<file path="src/rtl/lsu_align_ctrl.sv">
// Load/store alignment controller: byte/half/word accesses onto a word-wide memory port.
// Define LSU_MISALIGN_SPLIT_EN to run word-straddling accesses as two beats instead of rejecting them.
module lsu_align_ctrl #(
    parameter int unsigned ADDR_W      = 32,
    parameter int unsigned TIMEOUT_CYC = 0
) (
    input  logic              clk,
    input  logic              rst,
    input  logic              req_valid,
    output logic              req_ready,
    input  logic              req_we,
    input  logic [2:0]        req_funct3,
    input  logic [ADDR_W-1:0] req_addr,
    input  logic [31:0]       req_wdata,
    output logic              rsp_valid,
    output logic [31:0]       rsp_rdata,
    output logic              rsp_err,
    output logic              mem_req,
    output logic              mem_we,
    output logic [ADDR_W-1:0] mem_addr,
    output logic [31:0]       mem_wdata,
    output logic [3:0]        mem_wmask,
    input  logic              mem_gnt,
    input  logic              mem_rvalid,
    input  logic [31:0]       mem_rdata
);
    localparam int unsigned CNT_W  = (TIMEOUT_CYC > 1) ? $clog2(TIMEOUT_CYC + 1) : 1;
    localparam int unsigned TO_LIM = (TIMEOUT_CYC > 0) ? TIMEOUT_CYC - 1 : 0;
`ifdef LSU_MISALIGN_SPLIT_EN
    localparam int unsigned LANE_W = 64;
`else
    localparam int unsigned LANE_W = 32;
`endif
    localparam int unsigned MASK_W = LANE_W / 8;

    typedef enum logic [2:0] {
        S_IDLE  = 3'd0,
        S_BEAT0 = 3'd1,
        S_WAIT0 = 3'd2,
`ifdef LSU_MISALIGN_SPLIT_EN
        S_BEAT1 = 3'd3,
        S_WAIT1 = 3'd4,
`endif
        S_RESP  = 3'd5
    } state_t;

    state_t              state_q, state_d;
    logic [ADDR_W-1:0]   addr_q;
    logic                we_q;
    logic [2:0]          f3_q;
    logic [31:0]         wdata_q;
    logic [31:0]         lo_q, lo_d;
`ifdef LSU_MISALIGN_SPLIT_EN
    logic [31:0]         hi_q, hi_d;
    logic                split_q;
`endif
    logic [CNT_W-1:0]    cnt_q, cnt_d;

    logic                accept;
    logic [ADDR_W-1:0]   addr_n, base_n;
    logic                we_n;
    logic [2:0]          f3_n;
    logic [31:0]         wdata_n;
    logic [1:0]          off_n;
    logic [2:0]          nbytes;
    logic [3:0]          nmask;
    logic [31:0]         lane_data;
    logic                split_n, illegal_n, reject_n;
    logic [LANE_W-1:0]   store_s;
    logic [MASK_W-1:0]   store_m;
    logic                timeout, err_d;
    logic [31:0]         ld_word, ld_res;

    logic                req_ready_d, mem_req_d, mem_we_d, rsp_valid_d, rsp_err_d;
    logic [ADDR_W-1:0]   mem_addr_d;
    logic [31:0]         mem_wdata_d, rsp_rdata_d;
    logic [3:0]          mem_wmask_d;

    assign accept  = req_valid & req_ready;
    assign timeout = (TIMEOUT_CYC != 0) && (cnt_q == CNT_W'(TO_LIM));

    // Request fields as they will be after this edge, plus size decode and store lane placement.
    always_comb begin
        addr_n    = accept ? req_addr   : addr_q;
        we_n      = accept ? req_we     : we_q;
        f3_n      = accept ? req_funct3 : f3_q;
        wdata_n   = accept ? req_wdata  : wdata_q;
        off_n     = addr_n[1:0];
        base_n    = {addr_n[ADDR_W-1:2], 2'b00};
        nbytes    = 3'd0;
        nmask     = 4'b0000;
        lane_data = '0;
        case (f3_n[1:0])
            2'b00: begin
                nbytes    = 3'd1;
                nmask     = 4'b0001;
                lane_data = {24'b0, wdata_n[7:0]};
            end
            2'b01: begin
                nbytes    = 3'd2;
                nmask     = 4'b0011;
                lane_data = {16'b0, wdata_n[15:0]};
            end
            2'b10: begin
                nbytes    = 3'd4;
                nmask     = 4'b1111;
                lane_data = wdata_n;
            end
            default: ;
        endcase
        split_n   = (4'(off_n) + 4'(nbytes)) > 4'd4;
        illegal_n = we_n ? (f3_n[2] | (f3_n[1:0] == 2'b11))
                         : ((f3_n == 3'b011) | (f3_n[2:1] == 2'b11));
`ifdef LSU_MISALIGN_SPLIT_EN
        reject_n  = illegal_n;
        store_s   = 64'(lane_data) << {off_n, 3'b000};
        store_m   = 8'(nmask) << off_n;
`else
        reject_n  = illegal_n | split_n;
        store_s   = lane_data << {off_n, 3'b000};
        store_m   = nmask << off_n;
`endif
    end

    // Next-state, watchdog, load extension and next registered outputs.
    always_comb begin
        state_d = state_q;
        err_d   = 1'b0;
        lo_d    = accept ? '0 : lo_q;
`ifdef LSU_MISALIGN_SPLIT_EN
        hi_d    = accept ? '0 : hi_q;
`endif
        case (state_q)
            S_IDLE: begin
                if (accept) begin
                    if (reject_n) begin
                        state_d = S_RESP;
                        err_d   = 1'b1;
                    end else begin
                        state_d = S_BEAT0;
                    end
                end
            end
            S_BEAT0: begin
                if (mem_gnt) begin
                    if (!we_q)        state_d = S_WAIT0;
`ifdef LSU_MISALIGN_SPLIT_EN
                    else if (split_q) state_d = S_BEAT1;
`endif
                    else              state_d = S_RESP;
                end else if (timeout) begin
                    state_d = S_RESP;
                    err_d   = 1'b1;
                end
            end
            S_WAIT0: begin
                if (mem_rvalid) begin
                    lo_d = mem_rdata;
`ifdef LSU_MISALIGN_SPLIT_EN
                    state_d = split_q ? S_BEAT1 : S_RESP;
`else
                    state_d = S_RESP;
`endif
                end else if (timeout) begin
                    state_d = S_RESP;
                    err_d   = 1'b1;
                end
            end
`ifdef LSU_MISALIGN_SPLIT_EN
            S_BEAT1: begin
                if (mem_gnt) begin
                    state_d = we_q ? S_RESP : S_WAIT1;
                end else if (timeout) begin
                    state_d = S_RESP;
                    err_d   = 1'b1;
                end
            end
            S_WAIT1: begin
                if (mem_rvalid) begin
                    hi_d    = mem_rdata;
                    state_d = S_RESP;
                end else if (timeout) begin
                    state_d = S_RESP;
                    err_d   = 1'b1;
                end
            end
`endif
            S_RESP:  state_d = S_IDLE;
            default: state_d = S_IDLE;
        endcase

        if ((state_d != state_q) || (state_d == S_IDLE) || (state_d == S_RESP))
            cnt_d = '0;
        else
            cnt_d = cnt_q + CNT_W'(1);

`ifdef LSU_MISALIGN_SPLIT_EN
        ld_word = 32'({hi_d, lo_d} >> {off_n, 3'b000});
`else
        ld_word = lo_d >> {off_n, 3'b000};
`endif
        case (f3_n)
            3'b000:  ld_res = {{24{ld_word[7]}}, ld_word[7:0]};
            3'b001:  ld_res = {{16{ld_word[15]}}, ld_word[15:0]};
            3'b100:  ld_res = {24'b0, ld_word[7:0]};
            3'b101:  ld_res = {16'b0, ld_word[15:0]};
            default: ld_res = ld_word;
        endcase

        req_ready_d = (state_d == S_IDLE);
        mem_req_d   = 1'b0;
        mem_addr_d  = '0;
        mem_wdata_d = '0;
        mem_wmask_d = '0;
        if (state_d == S_BEAT0) begin
            mem_req_d  = 1'b1;
            mem_addr_d = base_n;
            if (we_n) begin
                mem_wdata_d = store_s[31:0];
                mem_wmask_d = store_m[3:0];
            end
        end
`ifdef LSU_MISALIGN_SPLIT_EN
        if (state_d == S_BEAT1) begin
            mem_req_d  = 1'b1;
            mem_addr_d = base_n + ADDR_W'(4);
            if (we_n) begin
                mem_wdata_d = store_s[63:32];
                mem_wmask_d = store_m[7:4];
            end
        end
`endif
        mem_we_d    = mem_req_d & we_n;
        rsp_valid_d = (state_d == S_RESP);
        rsp_err_d   = err_d;
        rsp_rdata_d = (rsp_valid_d && !we_n && !err_d) ? ld_res : '0;
    end

    // State, captured request and registered outputs.
    always_ff @(posedge clk or posedge rst) begin
        if (rst) begin
            state_q   <= S_IDLE;
            addr_q    <= '0;
            we_q      <= 1'b0;
            f3_q      <= '0;
            wdata_q   <= '0;
            lo_q      <= '0;
`ifdef LSU_MISALIGN_SPLIT_EN
            hi_q      <= '0;
            split_q   <= 1'b0;
`endif
            cnt_q     <= '0;
            req_ready <= 1'b1;
            mem_req   <= 1'b0;
            mem_we    <= 1'b0;
            mem_addr  <= '0;
            mem_wdata <= '0;
            mem_wmask <= '0;
            rsp_valid <= 1'b0;
            rsp_rdata <= '0;
            rsp_err   <= 1'b0;
        end else begin
            state_q   <= state_d;
            if (accept) begin
                addr_q  <= req_addr;
                we_q    <= req_we;
                f3_q    <= req_funct3;
                wdata_q <= req_wdata;
`ifdef LSU_MISALIGN_SPLIT_EN
                split_q <= split_n;
`endif
            end
            lo_q      <= lo_d;
`ifdef LSU_MISALIGN_SPLIT_EN
            hi_q      <= hi_d;
`endif
            cnt_q     <= cnt_d;
            req_ready <= req_ready_d;
            mem_req   <= mem_req_d;
            mem_we    <= mem_we_d;
            mem_addr  <= mem_addr_d;
            mem_wdata <= mem_wdata_d;
            mem_wmask <= mem_wmask_d;
            rsp_valid <= rsp_valid_d;
            rsp_rdata <= rsp_rdata_d;
            rsp_err   <= rsp_err_d;
        end
    end

endmodule

</file>
<file path="config.mk">
export PLATFORM = sky130hd
export DESIGN_NAME = lsu_align_ctrl
export DESIGN_NICKNAME = d
export VERILOG_FILES = /design/src/rtl/lsu_align_ctrl.sv
export SDC_FILE = /design/constraint.sdc
export NUM_CORES = 1
export LEC_CHECK = 0
export CORE_MARGIN = 2
export CORE_UTILIZATION = 54
export DETAILED_ROUTE_END_ITERATION = 10
export PLACE_DENSITY_LB_ADDON = 0.25
export RECOVER_POWER = 50
export SETUP_SLACK_MARGIN = 0.1
export SLEW_MARGIN = 20
export SYNTH_ARGS = -nofsm -noshare
export SYNTH_HDL_FRONTEND = slang
export SYNTH_SLANG_ARGS = --single-unit
export TNS_END_PERCENT = 1
</file>
<file path="constraint.sdc">
create_clock -name clk -period 12.4 [get_ports clk]
set_clock_uncertainty 0.05 [all_clocks]
set_input_delay 1.86 -clock clk [delete_from_list [all_inputs] [get_ports clk]]
set_output_delay 1.86 -clock clk [all_outputs]
set_load 0.05 [all_outputs]
</file>
==> out/qor.yml <==
drt:
  routed_wl_microns: 22700
  drc: 0
  final_antenna_net_count: 0
  dr.pass1.iters: 5
  wire_per_inst_microns: 19.81
  vias: 6542
  vias_per_cell: 5.709
  drtIter0Drc: 545
layout:
  design_area_sq_mm: 0.01171
  areaGrowthSynthToFinish_pct: 31.69
  num_antenna_cells: 0
  drive_gt1_share_pct: 14.73
  final_common_cell: "dfrtp_1"
  final_cell_mix: "dfrtp_1 (205), clkdlybuf4s50_1 (184), mux2_2 (63)"
  final_nets: 1033
  fin_util_pct: 73.18
  n_fill_cell: 1106
clock_tree:
  htreeDepth: 1
  cts_tree: "yes"
  cts-root-buf: "clkbuf_16"
  ctsResizeCount: 0
  clkTransAtPathRegs_ns: 0.06
  postCtsHoldBufs: 0
  insertion_delay_ns: 0.50
  cts_buffers: 21
  post_cts_buffers: 0
  clockBufferDepth: 3
  numClockSinks: 206
placement:
  place_area_sq_mm: 0.01103
  io_buffer_count: 207
  dp_hpwl_microns: 15250
  place_congestion: 0.8728
synthesis:
  syn_area_sq_mm: 0.008891
  synth_warnings: 0
  synth_area_leaders: "dfrtp_1 (58%), mux2_2 (8.1%), mux2i_1 (3.7%)"
  ys_seq_area_share_pct: 57.99
  synth-edff-count: 0
  yosys.area_share.simple_pct: 10.20
  synth-main-ff-cell: "dfrtp_1"
  synthArstFlopShare_pct: 100.0
  synthAdderAreaFrac_pct: 1.632
  synth_cell_types: 64
  muxShareOfSynthArea_pct: 11.98
  synth_xor_area_share_pct: 0.09851
  ys_ff_latch: 206
  syn_inst: 729
  syn_area_per_cell_sq_um: 12.20
  synth_top_area_cell: "dfrtp_1"
  synth_compound_area_share_pct: 13.86
  synth_top_family_by_area: "compound AO/OA/AOI/OAI gates"
  yosysTopAreaCellShare_pct: 57.70
critical_path:
  cp_cell_sequence: "dlygate4sd3_1, clkbuf_1, nand2_4, mux2i_4, ha_1, ha_1, fa_1, nor2_1, o22ai_1, o31ai_4, nand4_4, a211oi_1"
  cp_data_required_time_ns: 12.73
  critical_path_class: "in -> reg"
  path_common_cell: "ha_1"
  max_stage_delay_ns: 1.32
  arrival_ns: 8.06
  crit_fanout: 76
  critPathCaptureType: "flip-flop"
  setup.worst_path.start_class: "input port"
  slowest_stage: "clkbuf_1"
floorplanning:
  die_w_microns: 132.3
  die_y_microns: 132.3
  coreArea_sq_mm: 0.01600
  dieArea_sq_mm: 0.01751
  start_util_pct: 55.57
  ios: 210
  rows: 46
global_routing:
  grt_pass1_vias: 6615
  grt_pass1_wl_microns: 35560
  grt_max_degree: 119
  overflow: 0
  antenna_found_initial: 0
  grtUsageTotal_pct: 25.38
sta:
  worst_pin_slew_ns: 4.987
  slew_headroom_pct: -234.3
  final_period_minus_worst_setup_slack_ns: 7.732
  finalCritPeriodShare_pct: 62.36
  setup_tns_ns: 0
  rsz0062_at_grt: "false"
  hold_ws_ns: 0.4401
  setup-violations-final: 0
  drv_slew: 197
  clock.fmax_mhz: 129.3
  finalHoldViolCount: 0
pwr:
  combinationalPowerShare_pct: 44.6
  p_clk_share_pct: 21.6
  sw_frac_of_total_pct: 40.55
  leakage_nw: 5.149
  p_seq_share_pct: 33.8
  p_int_mw: 1.705
  ir_worst_vdd_mv: 0.1338
  p_switching_mw: 1.163
  powerDensity_mw_per_mm2: 244.9
status:
  violations: "capacitance limit, slew limit"
  outcome: "finished with violations"
flow_run:
  drv_cap: 3
min_path:
  holdCritPathClass: "reg -> reg"
routing by layer:
layer | vias up | wire length, microns | part of all wire [%] | GRT usage (%)
li1 | 2921 | - | - | -
met3 | 30 | 1708 | 7.5 | 4.460
met1 | 3283 | 9440 | 42 | 34.97
met4 | 0 | 323 | 1.4 | 5.615
met5 | - | 0 | 0 | 0
met2 | 308 | 11230 | 49 | 42.65
cells in the mapped netlist (11+ instances only):
cell and count:
a211oi_1 14, a211oi_2 11, a21boi_0 25, a21oi_1 41, buf_2 19, clkbuf_1 17
dfrtp_1 205, inv_1 32, mux2_2 64, mux2i_1 33, nand2_1 44, nor2_1 19
nor2b_1 44, nor3_1 13, o21ai_0 24
registers in the layout, summed over array words and instances, names as in the netlist:
| name | flops |
|---|---|
| addr_q | 32 |
| lo_q | 32 |
| mem_wdata | 32 |
| rsp_rdata | 32 |
| wdata_q | 32 |
| mem_addr | 30 |
| mem_wmask | 4 |
| f3_q | 3 |
| state_q | 3 |
| mem_req | 1 |
| mem_we | 1 |
| req_ready | 1 |
| rsp_err | 1 |
| rsp_valid | 1 |
| we_q | 1 |
area by class of cell:
type | count | area (sq um) | share of cell area, %
Timing Repair Buffer | 211 | 2098 | 17.92
Clock inverter | 11 | 111.4 | 0.9511
Clock buffer | 25 | 560.5 | 4.787
Tap cell | 216 | 270.3 | 2.308
Sequential cell | 206 | 5156 | 44.04
Inverter | 33 | 125.1 | 1.069
Multi-Input combinational cell | 444 | 3387 | 28.93
power groups by stage:
stage	combinational (mW)	clock (mW)	sequential (mW)
after global placement	1.23	0	0.966
after global routing	1.37	0.658	0.987
after detailed placement	1.27	0	0.978
after floorplan	0.714	0	1.17
after CTS	1.28	0.627	0.967
final	1.28	0.620	0.968
critical path: cells and delay by family:
kind,cells,cell delay (ns)
adder cells (fa/ha/maj),3,0.91
AND/OR/NAND/NOR,3,1.65
buffers and inverters,2,1.84
AO/OA/AOI/OAI,3,0.92
multiplexers,1,0.85
path summary, 6_finish.rpt:
path,startpoint,to,slack [ns],cells past startpoint
min in group asynchronous,rst,mem_addr[13],3.34,2
worst min register to register,addr_q[14],addr_q[14],0.44,1
worst max register to register,req_ready,mem_wdata[29],7.04,10
worst min-delay path,addr_q[14],addr_q[14],0.44,1
max in group asynchronous,rst,lo_q[25],6.79,3
worst max-delay path,req_valid,mem_wdata[29],4.67,12
stage by stage:
step	power (mW)	cells	setup slack, ns
global placement	2.193	1110	5.181
CTS	2.871	1146	5.351
detailed placement	2.245	1110	4.899
floorplan	1.887	730	4.868
finish	2.868	1146	4.668
global route	3.014	1146	4.128
cell families (layout without fill, tap and decap cells):
logic type	after synthesis	in the layout
simple gates	162	162
mux	98	98
compound gates	170	170
other cells	1	2
buf+inv	80	280
fa+ha+maj	11	11
xor+xnor	1	1
flops	206	206
(Power assumes the default switching activity.)
